**config.mk**
```make
export PLATFORM = sky130hd
export DESIGN_NAME = addsub_seq_ctrl
export DESIGN_NICKNAME = d
export VERILOG_FILES = /design/src/rtl/addsub_seq_ctrl.sv
export SDC_FILE = /design/constraint.sdc
export NUM_CORES = 1
export LEC_CHECK = 0
export ABC_AREA = 1
export CAP_MARGIN = 5
export CORE_ASPECT_RATIO = 0.7
export CORE_MARGIN = 5
export CORE_UTILIZATION = 40
export DETAILED_ROUTE_END_ITERATION = 12
export GPL_TIMING_DRIVEN = 0
export HOLD_SLACK_MARGIN = 0.08
export PLACE_DENSITY = 0.75
export SETUP_SLACK_MARGIN = 0.4
export SYNTH_ARGS = -nofsm -noshare
export SYNTH_HDL_FRONTEND = slang
export SYNTH_SLANG_ARGS = --single-unit
```
**constraint.sdc**
```tcl
create_clock -name clk -period 5.6 [get_ports clk]
set_clock_uncertainty 0.1 [all_clocks]
set_input_delay 0.56 -clock clk [delete_from_list [all_inputs] [get_ports clk]]
set_output_delay 0.56 -clock clk [all_outputs]
set_load 0.02 [all_outputs]
```
**src/rtl/addsub_seq_ctrl.sv**
```systemverilog
// rtl/addsub_seq_ctrl.sv - signed WIDTH-bit add/subtract sequenced over a SLICE-bit adder.
// One slice per clock, LSB first, with a registered inter-slice carry.
module addsub_seq_ctrl #(
  parameter int WIDTH = 64,
  parameter int SLICE = 16
) (
  input  logic             clk,
  input  logic             rst_n,
  input  logic             in_valid,
  output logic             in_ready,
  input  logic             op_sub,
  input  logic [WIDTH-1:0] a,
  input  logic [WIDTH-1:0] b,
  output logic             out_valid,
  input  logic             out_ready,
  output logic [WIDTH-1:0] result,
  output logic             overflow,
  output logic             carry_out,
  output logic             busy
);

  localparam int NSLICE = WIDTH / SLICE;
  localparam int CW = $clog2(NSLICE) + 1;
  localparam logic [CW-1:0] LAST = CW'(NSLICE - 1);

  if (WIDTH % SLICE != 0) begin : g_bad_slice
    $error("addsub_seq_ctrl: WIDTH must be a multiple of SLICE");
  end

  typedef enum logic [1:0] {IDLE, RUN, DONE} state_t;

  state_t            state, state_nxt;
  logic [WIDTH-1:0]  a_q, b_q, res_q, res_nxt;
  logic [CW-1:0]     cnt_q;
  logic              carry_q, ovf_q, co_q;
  logic [SLICE-1:0]  sa, sb, s;
  logic              c, c_msb_in;

  // Operands shift right one slice per cycle so the adder always sees bits [SLICE-1:0].
  assign sa = a_q[SLICE-1:0];
  assign sb = b_q[SLICE-1:0];
  assign {c, s} = {1'b0, sa} + {1'b0, sb} + {{SLICE{1'b0}}, carry_q};
  assign c_msb_in = s[SLICE-1] ^ sa[SLICE-1] ^ sb[SLICE-1];

  // Result fills from the top; after NSLICE shifts each slice sits in place.
  if (NSLICE == 1) begin : g_single
    assign res_nxt = s;
  end else begin : g_multi
    assign res_nxt = {s, res_q[WIDTH-1:SLICE]};
  end

  always_ff @(posedge clk or negedge rst_n) begin
    if (!rst_n) begin
      state <= IDLE;
    end else begin
      state <= state_nxt;
    end
  end

  always_comb begin
    state_nxt = state;
    case (state)
      IDLE:    if (in_valid) state_nxt = RUN;
      RUN:     if (cnt_q == LAST) state_nxt = DONE;
      DONE:    if (out_ready) state_nxt = IDLE;
      default: state_nxt = IDLE;
    endcase
  end

  always_ff @(posedge clk or negedge rst_n) begin
    if (!rst_n) begin
      a_q     <= '0;
      b_q     <= '0;
      res_q   <= '0;
      cnt_q   <= '0;
      carry_q <= 1'b0;
      ovf_q   <= 1'b0;
      co_q    <= 1'b0;
    end else begin
      case (state)
        IDLE: begin
          if (in_valid) begin
            a_q     <= a;
            b_q     <= b ^ {WIDTH{op_sub}};
            carry_q <= op_sub;
            cnt_q   <= '0;
            res_q   <= '0;
          end
        end
        RUN: begin
          a_q     <= a_q >> SLICE;
          b_q     <= b_q >> SLICE;
          res_q   <= res_nxt;
          carry_q <= c;
          cnt_q   <= cnt_q + CW'(1);
          if (cnt_q == LAST) begin
            ovf_q <= c_msb_in ^ c;
            co_q  <= c;
          end
        end
        default: ;
      endcase
    end
  end

  assign in_ready  = (state == IDLE);
  assign out_valid = (state == DONE);
  assign busy      = (state != IDLE);
  assign result    = res_q;
  assign overflow  = ovf_q;
  assign carry_out = co_q;

endmodule
```
==> results of run 1 <==
worst register-to-register path, stage by stage, from the launching register on:
cell     delay (ns)
dfrtp_1        0.44
fa_1           0.49
fa_1           0.43
nand3_1        0.10
nand2_1        0.10
nand3_1        0.11
nand2_1        0.13
nand2_1        0.09
nand2_1        0.08
o21ai_0        0.26
o21ai_1        0.12
flip-flops by register name, indices dropped and copies added, names as in the netlist:
signal,count
state,2
a_q,64
carry_q,1
cnt_q,3
result,64
b_q,64
overflow,1
carry_out,1
metrics by stage:
stage / setup WS [ns] / setup TNS (ns) / area, um^2
final: 3.02 / 0 / 12500
after global routing: 2.83 / 0 / 12500
after CTS: 3.03 / 0 / 12500
after detailed placement: 3.07 / 0 / 11900
after global placement: -4.39 / -874.94 / 11800
after floorplan: 3.40 / 0 / 9430
routing by layer:
| metal | global-route usage | routed length (um) | vias up | part of all wire |
|---|---|---|---|---|
| met2 | 0.327 | 12800 | 303 | 0.44 |
| met1 | 0.321 | 13800 | 3877 | 0.48 |
| met3 | 0.0411 | 2050 | 35 | 0.071 |
| li1 | - | - | 3849 | - |
| met5 | 0 | 32 | - | 0.0011 |
| met4 | 0.0473 | 392 | 4 | 0.013 |
cells in the final DEF (no fill, tap or decap), types with 4 or more instances in the layout:
cell and instances:
o221ai_1 7, a22o_1 8, o211ai_1 51, a21oi_1 17
o21ai_1 65, dfrtp_1 200, o21ai_0 50, nor2_1 9
nand2_1 290, xnor2_1 68, clkbuf_1 20, ha_1 17
o22ai_1 38, inv_8 4, buf_2 20, buf_1 4
inv_1 101, clkbuf_16 17, clkdlybuf4s50_1 199, buf_4 15
nand3_1 19
cells by family after synthesis:
family	synth area share
XOR/XNOR	0.0660
buffers and inverters	0.0771
flip-flops	0.531
AND/OR/NAND/NOR	0.138
adder cells (fa/ha/maj)	0.0268
AO/OA/AOI/OAI	0.161
power by group:
group	total [mW]	internal (mW)	switching [mW]
Combinational	4.09	1.57	2.53
Sequential	2.54	2.13	0.417
Clock	1.24	0.633	0.606
Total	7.87	4.33	3.55
area by class of cell:
class                      instances  area, um^2
buffer                            62         337
clock buffer                      17         425
clock inverter                    15         158
fill                            2139       11000
inverter                         104         390
multi-input combinational        669        3700
sequential                       200        5000
tap                              318         398
timing repair buffer             202        2040
worst min-delay path by stage:
stage               end  cells after the start
2_1_floorplan    a_q[0]                      0
3_3_place_gp   cnt_q[0]                      1
3_5_place_dp    b_q[46]                      2
4_1_cts        cnt_q[0]                      1
5_1_grt        overflow                      2
6_report       overflow                      2
==> impl_metrics.tcl, run 1 <==
set metrics [dict create \
    status "finished, final reports clean" \
    worst_path_max_delay_cell "fa_1" \
    r2r_cells 10 \
    synthFlopType "dfrtp_1" \
    routed-via-count 8068 \
    cap_violations 0 \
    ys_top_cells_by_count "nand2_1 (290), dfrtp_1 (200), inv_1 (101)" \
    initial_utilization 0.403 \
    clkSinkCount 200 \
    drt_iter0_drc 589 \
    grt_max_degree 113 \
    drv_slew 0 \
    cp.required_ns 5.80 \
    ys_ff_latch 200 \
    period_share 0.461 \
    syn_inst 1035 \
    ios 202 \
    reg2reg_slack_ns 3.02 \
    synth_cell_types 37 \
    syn_avg_cell_area_um2 9.11 \
    path_max_fanout 3 \
    finalNetCount 1408 \
    crit_type "flop to flop" \
    min_from "overflow" \
    placed_cells 1554 \
    route.detailed.wl_per_inst_um 18.3 \
    firstDrtPassIters 5 \
    wl_mm 29.1 \
    critPathBufInv 0 \
    grt_pass1_wl_mm 45.7 \
    cts_tree "yes" \
    core_area_um2 23400 \
    fin_util 0.532 \
    postCtsResizedCells 0 \
    crit_end "result[60]" \
    power.total_mw 7.87 \
    hold_buffers 1 \
    critical_path.most_common_cell "nand2_1" \
    die_width_um 194 \
    fmax_mhz 388 \
    drtAntennaViolNets 0 \
    grt_antenna_before_repair 2 \
    yosysMostFrequentCell "nand2_1" \
    ys_async_sr_fraction 1.00 \
    clock_path_buffers 2 \
    dp.final_hpwl_mm 22.3 \
    rsz0062_at_grt "false" \
    diodes 0 \
    crit_path_max_incr_delay_ns 0.49 \
    cts-root-buf "clkbuf_16" \
    regToRegStartpoint "a_q[0]" \
    chipHeight_um 138 \
    min_path_type "flop to flop" \
    synth.largest_area_cell "dfrtp_1" \
    crit_path_start "a_q[0]" \
    cts_buffers 17 \
    postCtsSetupBuffers 0 \
    worstMarginPinSlew_ns 0.825 \
    clock_latency_ns 0.44 \
    worstReg2RegEnd "result[60]" \
    holdWs_ns 0.387 \
    path_cells "fa_1, fa_1, nand3_1, nand2_1, nand3_1, nand2_1, nand2_1, nand2_1, o21ai_0, o21ai_1" \
    cts-htree-levels 4 \
    dieArea_um2 26800 \
    hold_viol 0 \
    cp-start-kind "flop" \
    crit_cells 10 \
    syn2layout_area_growth_pct 32.1 \
    power_density_nw_per_um2 632 \
    clk_pin_slew_ns 0.08 \
    layout-drive-gt1-share 0.0686 \
    syn_nets 1187 \
    synth_top_area_share 0.531 \
    max-slew-margin-rel 0.450 \
    seq_area_frac_synth 0.531 \
    overflow 0 \
    fin_crit_ns 2.58 \
    numPortBuffers 200 \
    synth_edf_count 0 \
    rows 47 \
    fin_cells 1587 \
    finalSetupViolCount 0 \
    cellLeakagePower_nw 5.48 \
    cp_top_family "adder cells" \
    viasPerCell 5.08 \
    end_kind "flop" \
    synth.area.top_cells "dfrtp_1 (53%), nand2_1 (12%), xnor2_1 (6.3%)" \
    yosysWarnings 0 \
    ir_drop_mv 0.326 \
    place_congestion 0.898 \
    crit_arrival_ns 2.78 \
    drc 0 \
    grt_pass1_vias 8130 \
    syn-cell-area_um2 9430 \
    grtUsageTotal 0.215 \
]
Power figures use the tool's default switching activity.
==> inputs of run 2 (changes only) <==
- PLACE_DENSITY: 0.75 -> 0.78
- clock period: 5.6 -> 2.35 ns (I/O delays scaled with it)
==> impl_metrics.tcl, run 2 (same netlist as run 1, synthesis figures left out) <==
set metrics [dict create \
    r2r_cells 10 \
    cts_buffers 17 \
    cp-start-kind "flop" \
    period_share 0.935 \
    path_cells "fa_2, fa_2, nand3_2, nand2_4, a21oi_4, nor2_2, o21ai_2, or2_4, nand3_2, nand2_1" \
    reg2reg_slack_ns 0.15 \
    crit_path_max_incr_delay_ns 0.44 \
    place_congestion 0.915 \
    cts-root-buf "clkbuf_16" \
    rsz0062_at_grt "true" \
    clock_path_buffers 2 \
    drt_iter0_drc 613 \
    hold_end "b_q[0]" \
    setup_slack_ns 0.153 \
    initial_utilization 0.403 \
    drtAntennaViolNets 0 \
    diodes 0 \
    holdPathStages 5 \
    cap_violations 0 \
    die_width_um 194 \
    finalSetupViolCount 0 \
    max-slew-margin-rel 0.420 \
    overflow 0 \
    ios 202 \
    dieArea_um2 26800 \
    grtUsageTotal 0.216 \
    regToRegStartpoint "b_q[0]" \
    fin_util 0.546 \
    drv_slew 0 \
    worst_path_max_delay_cell "dfrtp_2" \
    fin_crit_ns 2.20 \
    status "finished, final reports clean" \
    grt_antenna_before_repair 1 \
    min_path_type "input pin to flop" \
    ir_drop_mv 0.831 \
    clk_pin_slew_ns 0.07 \
    end_kind "flop" \
    rows 47 \
    cp.required_ns 2.63 \
    cellLeakagePower_nw 5.59 \
    routed-via-count 8174 \
    syn2layout_area_growth_pct 35.6 \
    dp.final_hpwl_mm 22.1 \
    min_from "op_sub" \
    numPortBuffers 200 \
    final_cell_mix "nand2_1 (283), dfrtp_1 (197), clkdlybuf4s50_1 (196)" \
    grt_pass1_wl_mm 45.6 \
    post-place-ws_ns 0.0995 \
    power_density_nw_per_um2 1540 \
    path_max_fanout 3 \
    nFillCells 2109 \
    clock_latency_ns 0.44 \
    crit_arrival_ns 2.48 \
    finalNetCount 1418 \
    final_common_cell "nand2_1" \
    multi_input_area_um2 3950 \
    worstReg2RegEnd "result[58]" \
    grt_pass1_vias 8182 \
    wl_mm 29.3 \
    cts_tree "yes" \
    core_area_um2 23400 \
    route.detailed.wl_per_inst_um 18.4 \
    viasPerCell 5.12 \
    fmax_mhz 455 \
    clkSinkCount 200 \
    hold_viol 0 \
    crit_type "flop to flop" \
    layout-drive-gt1-share 0.111 \
    cts-htree-levels 4 \
    firstDrtPassIters 5 \
    drc 0 \
    chipHeight_um 138 \
    seq_area_um2 5010 \
    grt_max_degree 103 \
    worstMarginPinSlew_ns 0.870 \
]
==> run 2: cell count changes in the layout (fill, tap and decap cells not counted), sizes merged <==
cell / previous run / this run
clkdlybuf4s50: 199 / 196
dlygate4sd2: 0 / 2
clkbuf: 37 / 42
clkinv: 6 / 5
inv: 111 / 108
buf: 44 / 52
dlymetal6s2s: 0 / 1
==> run 2: power breakdown <==
| part | leakage (nW) | total (mW) | switching (mW) | internal [mW] |
|---|---|---|---|---|
| clock network | 0.277 | 2.88 | 1.37 | 1.51 |
| logic | 2.78 | 10.7 | 6.43 | 4.31 |
| registers | 2.54 | 6.12 | 1.05 | 5.07 |
| total | 5.59 | 19.7 | 8.85 | 10.9 |
==> run 2: per-layer routing <==
metal / vias to the layer above / part of all wire / track usage
met3: 37 / 0.071 / 0.0484
met4: 0 / 0.017 / 0.0518
met1: 3978 / 0.48 / 0.323
met5: - / 0 / 0
met2: 304 / 0.44 / 0.321
li1: 3855 / - / -
==> run 2: layout make-up <==
| class | count | share of cell area |
|---|---|---|
| Inverter | 104 | 0.0305 |
| Timing Repair Buffer | 212 | 0.166 |
| Clock buffer | 20 | 0.0349 |
| Buffer | 62 | 0.0273 |
| Tap cell | 318 | 0.0311 |
| Multi-Input combinational cell | 669 | 0.309 |
| Clock inverter | 11 | 0.00920 |
| Sequential cell | 200 | 0.392 |
==> run 2: how the worst max path moves through the flow <==
stage | startpoint | end | slack [ns] | cells after the start
2_1_floorplan | carry_q | result[58] | 0.32 | 10
3_3_place_gp | rst_n | a_q[48] | -7.26 | 1
3_5_place_dp | b_q[0] | result[60] | 0.1 | 10
4_1_cts | b_q[0] | result[58] | 0.17 | 10
5_1_grt | carry_q | result[58] | 0.11 | 10
6_report | b_q[0] | result[58] | 0.15 | 10
==> run 2: critical path, delay by kind of cell (launching register included) <==
kind                       cells  cell delay [ns]
DFF                            1             0.44
AOI/OAI and AO/OA              2             0.34
adders and majority gates      2             0.77
and+or+nand+nor                6             0.49
==> run 2: what timing repair did <==
action                     CTS  global route
hold buffers                 1             0
setup buffers                3             7
pin swaps                   11             8
resized for setup           29            37
setup endpoints to repair   31            98
hold endpoints to repair   101             0
==> run 2: per-stage QoR <==
stage | TNS [ns] | instance area, um^2 | cells | power [mW] | hold WS, ns
CTS | 0 | 12600 | 1589 | 19.1 | 0.240
global placement | -1448.83 | 11900 | 1553 | 15.6 | 0.362
detailed placement | 0 | 11900 | 1554 | 15.9 | 0.220
floorplan | 0 | 9450 | 1035 | 12.1 | -0.161
global route | 0 | 12800 | 1596 | 21.0 | 0.254
finish | 0 | 12800 | 1596 | 19.7 | 0.241
==> RTL change 1: new RTL, config.mk and constraints of run 2 <==
Re-encode `state_t` (3 states) as one-hot, 3 bits wide.
--- a/src/rtl/addsub_seq_ctrl.sv
+++ b/src/rtl/addsub_seq_ctrl.sv
@@ -27,7 +27,7 @@
     $error("addsub_seq_ctrl: WIDTH must be a multiple of SLICE");
   end
 
-  typedef enum logic [1:0] {IDLE, RUN, DONE} state_t;
+  typedef enum logic [2:0] {IDLE = 3'b001, RUN = 3'b010, DONE = 3'b100} state_t;
 
   state_t            state, state_nxt;
   logic [WIDTH-1:0]  a_q, b_q, res_q, res_nxt;
Function: same outputs for any inputs over 4 cycles, from zero or initial values and one cycle with rst_n low; so few cycles prove little.
==> RTL change 1 against run 2 <==
Wire length increased by 14%; synthesized cell count rose by 9.1%; synthesized area increased by 3.9%; power rose by 7.1%; sequential cell count is 1 higher; first-iteration DRC count up 34%; utilization up 3.6 points; cell area increased by 8.8%; count of clock-buffer cells in the layout is 7 higher; setup slack improved by 0.065 ns; worst hold slack worse by 0.032 ns; largest power group unchanged.
==> RTL change 1: results (changes against run 2) <==
status:
  outcome: "finished clean"
hold_path:
  worstHoldStart: "a[41]"
  whs_path_depth: 3  # -2
cells_and_area:
  final-seq-area_um2: 5030  # +0.50%
  buffers: 297  # +8.4%
  num-multi-input-gates: 731  # +9.3%
  nClkBuffers: 27  # +35%
  buf_share_pct: 20.7  # +1.3 points
  fill_cells: 2068  # -1.9%
  num_antenna_cells: 2  # +2
  final-clk-cell-share_pct: 5.11  # +0.70 points
  multiInputGateArea_um2: 4400  # +12%
global_route:
  grt_max_degree: 105  # +1.9%
  gr-usage-met3_pct: 4.87  # +0.026 points
  grtUsageMet1_pct: 32.5  # +0.18 points
  grt_pass1_vias: 9139  # +12%
  antenna_found_initial: 2  # +1
  grt_use_met2_pct: 35.4  # +3.4 points
  track_usage_pct: 22.5  # +0.91 points
  grt_pass1_wl_um: 49600  # +8.8%
route:
  first_iter_violations: 820  # +34%
  wl_um: 33300  # +14%
  vias: 9303  # +14%
clocking:
  clk_latency_ns: 0.50  # +0.06 ns
  cts_buffers: 21  # +4
  h-tree-depth: 1  # -3
yosys:
  synth_common_cells: "232 x nand2_1, 200 x dfrtp_1, 122 x inv_1, 92 x o21ai_0, 83 x nor2_1"
  synth-seq-area-share_pct: 51.3  # -1.7 points
  synth_nets: 1281  # +7.9%
setup_path:
  crit_end: "result[56]$_DFFE_PN0P_"
  crit_arrival_ns: 2.45  # -0.03 ns
  reg2reg_slack_ns: 0.22  # +0.06 ns
timing:
  fmax_ghz: 0.469  # +3.0%
  worstMarginPinSlew_ns: 0.783  # -0.0879 ns
power:
  p_leak_nw: 6.03  # +7.8%
  p_sw_share_pct: 43.4  # -1.4 points
  clock_power_w: 0.00350  # +22%
placement:
  place_congestion: 0.909  # -0.64%
die:
  dieArea_um2: 27800  # +3.7%
RTL change 1: through the flow:
step	power (W)	cell area, µm²	cells	TNS [ns]	utilization, %
after floorplan	0.0117	9820	1129	0	-
after global placement	0.0150	12200	1647	-1473.08	51.2
after detailed placement	0.0153	12300	1648	0	51.3
after CTS	0.0193	13200	1694	0	55.3
after global routing	0.0224	13900	1710	0	58.3
final	0.0211	13900	1711	0	58.3
RTL change 1: layer usage:
metal / vias to the layer above / share of wire, %
li1: 4231 / -
met1: 4536 / 43
met2: 474 / 46
met3: 60 / 9.2
met4: 2 / 2.2
met5: - / 0.039
RTL change 1: timing repair:
item	4_1_cts	5_1_grt
buffers inserted	9	10
endpoints found under the hold margin	103	0
endpoints found under the setup margin	190	197
cloned	0	5
hold buffers	1	0
resized for setup	68	187
pin swaps	9	20
RTL change 1: cells by family after synthesis:
kind of cell,synth area share (%)
flops,51.3
xor+xnor,6.08
buf+inv,8.33
fa+ha+maj,2.58
compound gates,15.3
simple gates,16.3
==> RTL change 2: new RTL, flow settings as in run 2 <==
Without the edit above. The parameter `SLICE` goes from 16 to 32.
--- a/src/rtl/addsub_seq_ctrl.sv
+++ b/src/rtl/addsub_seq_ctrl.sv
@@ -2,7 +2,7 @@
 // One slice per clock, LSB first, with a registered inter-slice carry.
 module addsub_seq_ctrl #(
   parameter int WIDTH = 64,
-  parameter int SLICE = 16
+  parameter int SLICE = 32
 ) (
   input  logic             clk,
   input  logic             rst_n,
Behaviour: not the same (a bounded check fails within 4 cycles, from zero or initial values and one cycle with rst_n low).
==> RTL change 2 against run 2 <==
Worst hold slack better by 0.0095 ns; synthesized cell count is 18% higher; synthesized area is 9.7% higher; via count is 14% higher; global-route usage is 0.81 points higher; wire length is 15% higher; setup slack worse by 0.29 ns; critical path depth is 2 higher; power is 8.9% higher; critical path type unchanged; sequential cell count is 1 lower; largest power group unchanged; cell area is 13% higher; the run now ends with negative setup slack left.
==> RTL change 2: results (changes against run 2) <==
route:
  first_iter_violations: 669  # +9.1%
  wl_um: 33600  # +15%
  vias: 9351  # +14%
global_route:
  track_usage_pct: 22.4  # +0.81 points
  gr-usage-met3_pct: 5.07  # +0.23 points
  grt_pass1_vias: 9095  # +11%
  grt_use_met2_pct: 33.5  # +1.4 points
  grtUsageMet1_pct: 33.7  # +1.4 points
  grt_pass1_wl_um: 51000  # +12%
hold_path:
  holdPathEnd: "a_q[39]$_DFFE_PN0P_"
  whs_path_depth: 3  # -2
  worstHoldStart: "a[39]"
cells_and_area:
  area_growth_pct: 39.5
  fill_cells: 2254  # +6.9%
  layout.cells.non_filler: 1816  # +14%
  final_nets: 1638  # +16%
  drive_gt1_share_pct: 17.5  # +6.4 points
yosys:
  ys_dominant_reg_cell: "dfrtp_1"
  synth_common_cells: "346 x nand2_1, 199 x dfrtp_1, 143 x o21ai_0, 114 x inv_1, 66 x xnor2_1"
  synth_nets: 1386  # +17%
  synth-seq-area-share_pct: 48.1  # -4.9 points
  synth.area.top_cells: "dfrtp_1 48%, nand2_1 13%, o21ai_0 6.9%, xnor2_1 5.6%, inv_1 4.1%"
  synth-xor-area-share_pct: 5.76  # -0.84 points
  synthAdderAreaFrac_pct: 4.26  # +1.6 points
  synth-compound-area-share_pct: 16.9  # +0.81 points
  synth.distinct_cells: 51  # +38%
  syn_avg_cell_area_um2: 8.49  # -6.8%
timing:
  layout_setup_ws_ns: -0.141  # -0.294 ns
  fin_setup_tns_ns: -0.827  # -0.827 ns
  setup_viol: 9  # +9
  hold_ws_ns: 0.250  # +0.00948 ns
  maxSlewHeadroom_pct: 48.6  # +6.6 points
setup_path:
  startpoint: "carry_q$_DFFE_PN0P_"
  crit_arrival_ns: 2.70  # +0.22 ns
  reg2reg_depth: 12  # +2
  crit_fanout: 5  # +2
  r2r-end: "result[46]$_DFFE_PN0P_"
  crit_end: "result[46]$_DFFE_PN0P_"
status:
  outcome: "complete, but fails checks"
  failed_checks: "negative setup slack"
clocking:
  clk_latency_ns: 0.44  # about the same
power:
  p_sw_share_pct: 46.8  # +1.9 points
  p_leak_nw: 6.27  # +12%
  ir_drop_mv: 0.903  # +8.5%
placement:
  place_congestion: 0.949  # +3.6%
  dp_hpwl_um: 25900  # +17%
  placed_cell_area_um2: 12800  # +7.8%
[RTL change 2: area by class of cell]
cell class / count / share of cell area (%)
Multi-Input combinational cell: 844 / 37.5
Sequential cell: 199 / 34.5
Timing Repair Buffer: 233 / 16.0
Inverter: 121 / 3.20
Clock buffer: 18 / 3.04
Tap cell: 331 / 2.87
Buffer: 55 / 1.92
Clock inverter: 14 / 0.919
Antenna cell: 1 / 0.0173
[RTL change 2: per-layer routing]
metal | vias to the layer above | wire length, µm
met4 | 0 | 532
met5 | - | 0
met2 | 349 | 14500
li1 | 4511 | -
met3 | 29 | 2590
met1 | 4462 | 15900
[RTL change 2: power by group through the flow]
| stage | registers (W) | logic, W | clock network (W) |
|---|---|---|---|
| 3_3_place_gp | 0.00589 | 0.00999 | 0 |
| 4_1_cts | 0.00594 | 0.0113 | 0.00289 |
| 3_5_place_dp | 0.00592 | 0.0102 | 0 |
| 2_1_floorplan | 0.00615 | 0.00601 | 0 |
| 6_report | 0.00604 | 0.0126 | 0.00288 |
| 5_1_grt | 0.00619 | 0.0137 | 0.00304 |
[RTL change 2: repair_timing]
action,in CTS,in global routing
buffers inserted,13,18
endpoints found under the hold margin,97,0
endpoints found under the setup margin,171,111
resized for setup,114,88
hold buffers,1,0
pin swaps,24,27
[RTL change 2: logic make-up (layout without fill, tap and decap cells)]
logic type | Yosys count | count (layout)
buffers and inverters | 176 | 441
xor gates and xnor gates | 68 | 68
and+or+nand+nor | 452 | 452
other | 0 | 1
AOI/OAI and AO/OA | 290 | 290
adders and majority gates | 34 | 34
DFF | 199 | 199
[RTL change 2: worst reg2reg max path, delay by kind of cell (launching register included)]
family,cells,cell delay (ns)
adder cells (fa/ha/maj),2,0.78
AO/OA/AOI/OAI,5,0.65
buffers and inverters,1,0.07
AND/OR/NAND/NOR,4,0.32
flip-flops,1,0.45
